--- config.mk ---
export PLATFORM = sky130hd
export DESIGN_NAME = issue_queue_alloc_ctrl
export DESIGN_NICKNAME = d
export VERILOG_FILES = /design/src/rtl/iq_pkg.sv /design/src/rtl/iq_free_picker.sv /design/src/rtl/issue_queue_alloc_ctrl.sv
export SDC_FILE = /design/constraint.sdc
export NUM_CORES = 1
export LEC_CHECK = 0
export ABC_AREA = 1
export CORE_ASPECT_RATIO = 0.8
export CORE_MARGIN = 4
export CORE_UTILIZATION = 45
export DETAILED_ROUTE_END_ITERATION = 8
export GPL_TIMING_DRIVEN = 0
export MAX_ROUTING_LAYER = met4
export PLACE_DENSITY = 0.65
export SETUP_SLACK_MARGIN = 0.2
export SLEW_MARGIN = 20
export SYNTH_ARGS = -nofsm -noshare
export SYNTH_HDL_FRONTEND = slang
export SYNTH_SLANG_ARGS = --single-unit
--- constraint.sdc ---
create_clock -name clk -period 37.7 [get_ports clk]
set_clock_uncertainty 0.05 [all_clocks]
set_input_delay 9.425 -clock clk [delete_from_list [all_inputs] [get_ports clk]]
set_output_delay 9.425 -clock clk [all_outputs]
set_load 0.005 [all_outputs]
--- src/rtl/iq_pkg.sv ---
// Shared issue-queue sizing constants, used by the allocation controller,
// the issue queue storage and the select arbiter.
package iq_pkg;
  localparam int unsigned DECODE_NUM = 4;
  localparam int unsigned ISSUE_NUM  = 4;
  localparam int unsigned CIQ_DEPTH  = 16;
  localparam int unsigned AGE        = 5;
  localparam int unsigned IDX_W      = $clog2(CIQ_DEPTH);
  localparam int unsigned CNT_W      = $clog2(CIQ_DEPTH + 1);

  typedef logic [IDX_W-1:0] iq_idx_t;
endpackage

--- src/rtl/iq_free_picker.sv ---
// Combinational scan of the busy bitmap: the first NUM free entry indices in
// ascending order, with a valid bit each, plus the total free-entry count.
module iq_free_picker
  import iq_pkg::*;
#(
  parameter int unsigned NUM   = DECODE_NUM,
  parameter int unsigned DEPTH = CIQ_DEPTH,
  parameter int unsigned IW    = IDX_W,
  parameter int unsigned CW    = CNT_W
) (
  input  logic [DEPTH-1:0]        i_busy,
  output logic [NUM-1:0][IW-1:0]  o_idx,
  output logic [NUM-1:0]          o_vld,
  output logic [CW-1:0]           o_free_cnt
);

  logic [CW-1:0] w_seen;

  always_comb begin
    o_idx  = '0;
    o_vld  = '0;
    w_seen = '0;
    for (int unsigned e = 0; e < DEPTH; e++) begin
      if (!i_busy[e]) begin
        // constant-index compare keeps the write port select lint-clean
        for (int unsigned k = 0; k < NUM; k++) begin
          if (w_seen == CW'(k)) begin
            o_idx[k] = IW'(e);
            o_vld[k] = 1'b1;
          end
        end
        w_seen = w_seen + CW'(1);
      end
    end
    o_free_cnt = w_seen;
  end

endmodule

--- src/rtl/issue_queue_alloc_ctrl.sv ---
// Centralized issue-queue entry allocator: all-or-nothing dispatch into the
// lowest free entries, age tagging, and release on arbiter grants.
module issue_queue_alloc_ctrl #(
  parameter int unsigned DECODE_NUM = iq_pkg::DECODE_NUM,
  parameter int unsigned ISSUE_NUM  = iq_pkg::ISSUE_NUM,
  parameter int unsigned CIQ_DEPTH  = iq_pkg::CIQ_DEPTH,
  parameter int unsigned AGE        = iq_pkg::AGE
) (
  input  logic                                     clk,
  input  logic                                     rst_n,
  input  logic [DECODE_NUM-1:0]                    dispatch_req,
  input  logic                                     flush,
  input  logic [ISSUE_NUM-1:0][iq_pkg::IDX_W-1:0]  arbit_addr,
  input  logic [ISSUE_NUM-1:0]                     arbit_grant,
  output logic [DECODE_NUM-1:0][iq_pkg::IDX_W-1:0] free_addr,
  output logic [DECODE_NUM-1:0]                    free_valid,
  output logic [DECODE_NUM-1:0][AGE-1:0]           age,
  output logic                                     dispatch_stall,
  output logic [4:0]                               iq_count,
  output logic                                     iq_full,
  output logic                                     iq_empty
);

  localparam int unsigned IW = iq_pkg::IDX_W;
  localparam int unsigned CW = 5;

  logic [CIQ_DEPTH-1:0]         r_busy;
  logic [AGE-1:0]               r_age_cnt;
  logic [CIQ_DEPTH-1:0]         w_busy_nxt;
  logic [AGE-1:0]               w_age_nxt;
  logic [DECODE_NUM-1:0][IW-1:0] w_pick_idx;
  logic [DECODE_NUM-1:0]        w_pick_vld;
  logic [CW-1:0]                w_free_cnt;
  logic [CW-1:0]                w_req_cnt;
  logic [CW-1:0]                w_rank;
  logic                         w_accept;

  iq_free_picker #(
    .NUM   (DECODE_NUM),
    .DEPTH (CIQ_DEPTH),
    .IW    (IW),
    .CW    (CW)
  ) u_picker (
    .i_busy     (r_busy),
    .o_idx      (w_pick_idx),
    .o_vld      (w_pick_vld),
    .o_free_cnt (w_free_cnt)
  );

  always_comb begin
    w_req_cnt = '0;
    for (int unsigned i = 0; i < DECODE_NUM; i++)
      w_req_cnt = w_req_cnt + CW'(dispatch_req[i]);
    // same-cycle releases are not counted as free: picker sees r_busy only
    w_accept       = rst_n & ~flush & (w_req_cnt <= w_free_cnt);
    dispatch_stall = flush | ((|dispatch_req) & ~w_accept);
  end

  always_comb begin
    free_addr  = '0;
    free_valid = '0;
    age        = '0;
    w_rank     = '0;
    for (int unsigned i = 0; i < DECODE_NUM; i++) begin
      age[i] = r_age_cnt + AGE'(w_rank);
      if (dispatch_req[i]) begin
        for (int unsigned k = 0; k < DECODE_NUM; k++) begin
          if (w_rank == CW'(k)) begin
            free_addr[i]  = w_pick_idx[k];
            free_valid[i] = w_accept & w_pick_vld[k];
          end
        end
      end
      w_rank = w_rank + CW'(dispatch_req[i]);
    end
  end

  always_comb begin
    w_busy_nxt = r_busy;
    w_age_nxt  = r_age_cnt;
    // release before allocate: a grant aimed at a free entry must not undo
    // that entry's allocation in the same cycle
    for (int unsigned j = 0; j < ISSUE_NUM; j++)
      if (arbit_grant[j]) w_busy_nxt[arbit_addr[j]] = 1'b0;
    for (int unsigned i = 0; i < DECODE_NUM; i++)
      if (free_valid[i]) w_busy_nxt[free_addr[i]] = 1'b1;
    if (w_accept) w_age_nxt = r_age_cnt + AGE'(w_req_cnt);
    if (flush) begin
      w_busy_nxt = '0;
      w_age_nxt  = '0;
    end
  end

  always_ff @(posedge clk or negedge rst_n) begin
    if (!rst_n) begin
      r_busy    <= '0;
      r_age_cnt <= '0;
    end else begin
      r_busy    <= w_busy_nxt;
      r_age_cnt <= w_age_nxt;
    end
  end

  always_comb begin
    iq_count = '0;
    for (int unsigned e = 0; e < CIQ_DEPTH; e++)
      iq_count = iq_count + CW'(r_busy[e]);
    iq_full  = (iq_count == CW'(CIQ_DEPTH));
    iq_empty = (iq_count == '0);
  end

endmodule

== Word-level counts from Yosys, hierarchy flattened ==
Index checks and enable logic that the tools add are counted.

* Add/sub/neg operators: 37
* Magnitude comparators: 17
* Multiplexer cells: 222
* Bitwise logic cells: 22
* Equality and inequality tests: 52
* Reduce and logical (&&, ||, !) cells: 29

{| class="wikitable"
|+ Operators with widths
! kind !! number
|-
| 16-bit 2-to-1 mux || 24
|-
| 4-bit 2-to-1 mux || 85
|-
| 5-bit by 2-bit equality test with 1-bit output (second input constant) || 28
|-
| 5-bit logical NOT || 19
|-
| 1-bit 2-to-1 mux || 88
|-
| 5-bit 2-to-1 mux || 17
|-
| 5-bit by 1-bit adder with 5-bit output (second input constant) || 14
|-
| 5-bit by 1-bit equality test with 1-bit output (second input constant) || 14
|-
| 16-bit bitwise AND || 4
|-
| 16-bit inverter || 4
|-
| 16-bit OR || 4
|-
| 5-bit by 1-bit adder with 5-bit output || 12
|-
| 4-bit by 5-bit < comparator with 1-bit output (second input constant) || 8
|-
| 1-bit demux with 4-bit select || 8
|-
| 4-bit by 1-bit greater-or-equal comparator with 1-bit output (second input constant) || 8
|-
| 3-bit by 1-bit adder with 4-bit output || 2
|-
| 1-bit logical AND || 8
|-
| 1-bit bitwise AND || 7
|-
| 2-bit by 1-bit adder with 3-bit output || 2
|-
| 3-bit by 2-bit equality test with 1-bit output (second input constant) || 2
|-
| 4-bit by 1-bit adder with 5-bit output || 1
|-
| 5-bit by 2-bit adder with 5-bit output || 1
|-
| 5-bit by 3-bit adder with 5-bit output || 1
|-
| 5-bit by 4-bit adder with 5-bit output || 1
|-
| 13 further kinds || 17
|}

* Input port bits: 27
* Register bits after elaboration: 21

== Logic depth before layout (Yosys ltp) ==
* Depth after elaboration: 46
* Mapped depth: 71

== By module ==
A second synthesis with hierarchy kept.

* Cell total of the unflattened synthesis: 1,332
* Area, all modules: 7,553.5 um^2

{| class="wikitable"
|+ By module, submodules not included
! module !! cells each !! area each (um^2) !! times used
|-
| issue_queue_alloc_ctrl || 709 || 4,132.7 || 1
|-
| iq_free_picker || 623 || 3,420.8 || 1
|}

== Worst setup path before layout ==
OpenSTA, ideal clock, no wires.

* Path type: input port to output port
* Start point: in dispatch_req[1]
* End point: out free_valid[3]
* Data arrival time: 12,365 ps
* Setup slack: 15,860 ps
* Data required time: 28,225 ps
* Cell stages on the path: 18
* Path through: clkbuf_1 inv_1 ha_1 ha_1 fa_1 ha_1 inv_1 nor2_1 o211ai_1 a21boi_0 nand3_4 nand2_4 inv_4 nand2_2 nor2_1 nor2_1 nor2_4 buf_6

* Word-level cells in the longest chain between the ends: 11
* Elaborated cells on any way between the ends: 18

{| class="wikitable"
|+ RTL lines
! what !! line !! text
|-
| start, declared || issue_queue_alloc_ctrl.sv:11 || <nowiki>input logic [DECODE_NUM-1:0] dispatch_req,</nowiki>
|-
| 1-bit by 1-bit adder with 2-bit output (*) || issue_queue_alloc_ctrl.sv:53, issue_queue_alloc_ctrl.sv:74 ||
|-
| 2-bit by 1-bit adder with 3-bit output (*) || issue_queue_alloc_ctrl.sv:53, issue_queue_alloc_ctrl.sv:74 ||
|-
| 3-bit by 1-bit adder with 4-bit output || n/a ||
|-
| 5-bit less-or-equal comparator || issue_queue_alloc_ctrl.sv:55 || <nowiki>w_accept = rst_n & ~flush & (w_req_cnt <= w_free_cnt);</nowiki>
|-
| 1-bit bitwise AND || issue_queue_alloc_ctrl.sv:55 ||
|-
| 1-bit bitwise AND || issue_queue_alloc_ctrl.sv:70 || <nowiki>free_valid[i] = w_accept & w_pick_vld[k];</nowiki>
|-
| 1-bit 2-to-1 mux (3 in series) || issue_queue_alloc_ctrl.sv:68 || <nowiki>if (w_rank == CW'(k)) begin</nowiki>
|-
| 1-bit 2-to-1 mux (*) || issue_queue_alloc_ctrl.sv:68 ||
|-
| 1-bit 2-to-1 mux (*) || issue_queue_alloc_ctrl.sv:66 || <nowiki>if (dispatch_req[i]) begin</nowiki>
|-
| end, declared || issue_queue_alloc_ctrl.sv:16 || <nowiki>output logic [DECODE_NUM-1:0] free_valid,</nowiki>
|}

Every way passes the cells marked *; elsewhere a longest branch is shown, timed or not.

== Worst setup path after layout ==
* Start point: in dispatch_req[0]
* End point: out free_valid[2]

* Word-level cells in the longest chain between the ends: 11
* Elaborated cells on any way between the ends: 18

{| class="wikitable"
|+ RTL lines
! what !! line !! text
|-
| 1-bit by 1-bit adder with 2-bit output (*) || issue_queue_alloc_ctrl.sv:53, issue_queue_alloc_ctrl.sv:74 ||
|-
| 2-bit by 1-bit adder with 3-bit output || issue_queue_alloc_ctrl.sv:53 || <nowiki>w_req_cnt = w_req_cnt + CW'(dispatch_req[i]);</nowiki>
|-
| 3-bit by 1-bit adder with 4-bit output || n/a ||
|-
| 5-bit less-or-equal comparator || issue_queue_alloc_ctrl.sv:55 ||
|-
| 1-bit bitwise AND || issue_queue_alloc_ctrl.sv:55 ||
|-
| 1-bit bitwise AND || issue_queue_alloc_ctrl.sv:70 ||
|-
| 1-bit 2-to-1 mux (3 in series) || issue_queue_alloc_ctrl.sv:68 ||
|-
| 1-bit 2-to-1 mux (*) || issue_queue_alloc_ctrl.sv:68 ||
|-
| 1-bit 2-to-1 mux (*) || issue_queue_alloc_ctrl.sv:66 ||
|}

Marks and branches as above.

==> results.tsv <==
stage	metric	value	unit
outcome	status	completed	
synthesis	synth_edf_count	0	
global_route	grt-busiest-layer	met1	
floorplanning	num_rows	42	
clock_tree	cts_tree	done	
global_route	met1_usage	0.443	
critical_path	start_kind	primary input	
flow_run	drv_cap	0	
floorplanning	core	16700	sq um
floorplanning	num_io_pins	75	
global_route	antenna_found_initial	0	
global_route	grt.met3_usage	0.0155	
drt	route.detailed.drc	0	
synthesis	ys_types	48	
sta	worst_pin_slew	0.675	ns
synthesis	synth-xor-area-share	0.0169	
critical_path	rrSetupSlack	25.11	ns
sta	finalCritPeriodShare	0.627	
sta	max_slew_margin	0.550	
floorplanning	initial_utilization	0.464	
clock_tree	clk_latency	0.26	ns
clock_tree	holdBufCountCts	0	
synthesis	synth_top_family_by_area	simple AND/OR/NAND/NOR gates	
clock_tree	root_buffer	clkbuf_16	
worst_hold_path	worstHoldEndpoint	r_age_cnt[4]$_DFFE_PN0P_	
worst_hold_path	min_path_type	reg -> reg	
synthesis	synth_area_per_cell	5.67	sq um
finish	layout-drive-gt1-share	0.0864	
critical_path	cpPeakStageDelay	0.81	ns
sta	finalSetupViolCount	0	
synthesis	synth_cells	1368	
floorplanning	die_area	19400	sq um
clock_tree	cts_buffers	3	
critical_path	path_class	in -> out	
synthesis	synth_fa_ha_area_frac	0.175	
critical_path	cp_slowest_cell	clkdlybuf4s50_1	
floorplanning	die_height	125	microns
placement	io_buffers	74	
synthesis	syn_area	7750	sq um
sta	hold_violations	0	
clock_tree	cts_resized	0	
critical_path	worstPathArrival	14.17	ns
placement	place_hpwl	23000	microns
sta	holdWs	0.644	ns
clock_tree	clkTransAtPathRegs	0.06	ns
synthesis	synthesis.nets	1494	
global_route	grt_usage	0.278	
global_route	grt_pass1_wl	42800	microns
drt	vias	8858	
placement	place_congestion	0.967	
finish	syn_to_final_growth	14.1	%
clock_tree	clkSinkCount	21	
synthesis	synth.area.mux_share	0	
critical_path	endpoint_kind	primary output	
sta	rsz0062_at_grt	false	
synthesis	yosysSeqAreaShare	0.0678	
clock_tree	htreeDepth	1	
critical_path	r2r_cells	66	
drt	drtIter0Drc	792	
drt	final_antenna_net_count	0	
clock_tree	cts_setup_buffers	0	
critical_path	required	28.22	ns
finish	finalNetCount	1573	
finish	insertedDiodeCount	0	
drt	wirelength	26300	microns
sta	max_freq	42.3	MHz
critical_path	crit_chain	clkdlybuf4s50_1 > inv_1 > ha_1 > ha_1 > fa_1 > ha_1 > inv_1 > nor2_1 > o211ai_1 > a21boi_0 > nand3_4 > nand2_4 > inv_4 > nand2_2 > nor2_1 > nor2_1 > nor2_4 > buf_6 > clkdlybuf4s50_1	
drt	routedWlPerCell	15.8	microns
global_route	grt_pass1_vias	8178	
critical_path	worst-path-buf-inv	6	
finish	nFillCells	1837	
global_route	grt_overflow	0	
synthesis	synth-compound-area-share	0.103	
synthesis	synth_ff_type	dfrtp_1	
sta	fin_setup_tns	0	ns
critical_path	rr_startpoint	r_busy[0]$_DFF_PN0_	
finish	fin_area	8840	sq um
finish	layout_common_cells	nand2_1 (334), inv_1 (212), nor2_1 (186), nand3_1 (178), ha_1 (83)	
placement	dpl_cell_area	8770	sq um
finish	final_common_cell	nand2_1	
critical_path	path_max_fanout	10	
critical_path	reg2reg_to	r_busy[8]$_DFF_PN0_	
critical_path	critical-path-top-delay-family	buffers and inverters	
floorplanning	chipWidth	155	microns
sta	slew_viol_final	0	
sta	fin_crit	23.64	ns
synthesis	ys.warnings.count	0	
global_route	grt_max_degree	23	
drt	firstDrtPassIters	5	
global_route	use_met2	0.397	
worst_hold_path	hold_start	r_age_cnt[4]$_DFFE_PN0P_	
worst_hold_path	hold_depth	2	
synthesis	synth_seq_cells	21	
synthesis	synth-simple-area-share	0.512	
synthesis	synthArstFlopShare	1.00	
drt	avgViaCountPerCell	5.32	
clock_tree	clock_path_buffers	2	
cell type report:
class	count	area (sq um)	area share
Buffer	17	90.1	0.0102
Inverter	233	882	0.0997
Timing Repair Buffer	74	736	0.0832
Tap cell	220	275	0.0311
Sequential cell	21	526	0.0594
Multi-Input combinational cell	1097	6250	0.707
Clock inverter	1	7.51	0.000849
Clock buffer	3	75.1	0.00849
synth_stat cells (16+ instances only):
| master | count | share of area |
|---|---|---|
| nand2_1 | 334 | 0.16 |
| inv_1 | 212 | 0.10 |
| nor2_1 | 186 | 0.090 |
| nand3_1 | 178 | 0.11 |
| ha_1 | 83 | 0.13 |
| a21oi_1 | 48 | 0.031 |
| nand2_2 | 44 | 0.036 |
| o21ai_0 | 37 | 0.024 |
| nand4_1 | 23 | 0.019 |
| dfrtp_1 | 21 | 0.068 |
| nor3_1 | 20 | 0.013 |
| inv_2 | 18 | 0.0087 |
| fa_1 | 16 | 0.041 |
| nand3_2 | 16 | 0.021 |
per-layer routing:
| metal | vias up | part of all wire |
|---|---|---|
| met5 | - | 0 |
| met4 | 0 | 0.010 |
| met3 | 19 | 0.056 |
| met2 | 290 | 0.41 |
| met1 | 3987 | 0.52 |
| li1 | 4562 | - |
sequential cells by signal (all words and copies together) (netlist names):
| name | cells |
|---|---|
| r_age_cnt | 5 |
| r_busy | 16 |
worst max-delay path by stage:
stage,start,to,cells after the start,slack (ns)
finish,dispatch_req[0],free_valid[2],19,14.06
global route,dispatch_req[0],free_valid[3],19,13.78
CTS,dispatch_req[0],free_valid[2],19,14.10
detailed placement,dispatch_req[0],free_valid[2],19,14.11
global placement,dispatch_req[0],free_valid[1],17,14.07
floorplan,dispatch_req[1],free_valid[3],18,15.86
per-stage QoR:
stage,setup slack (ns),util,std cells
6_report,14.06,0.529,1666
3_5_place_dp,14.11,0.525,1662
2_1_floorplan,15.86,-,1368
4_1_cts,14.10,0.530,1666
3_3_place_gp,14.07,0.525,1662
5_1_grt,13.78,0.529,1666
tightest hold or removal path, stage by stage, from the launching register on:
cell and delay (ns):
dfrtp_1 0.45, inv_1 0.13, a21oi_1 0.07
kinds of logic after synthesis:
family | after synthesis
xor gates and xnor gates | 15
and+or+nand+nor | 847
DFF | 21
adders and majority gates | 99
buffers and inverters | 250
AOI/OAI and AO/OA | 136
Power is not shown: default switching activity piles up to over one toggle a cycle in this logic, so the estimate is an artifact.
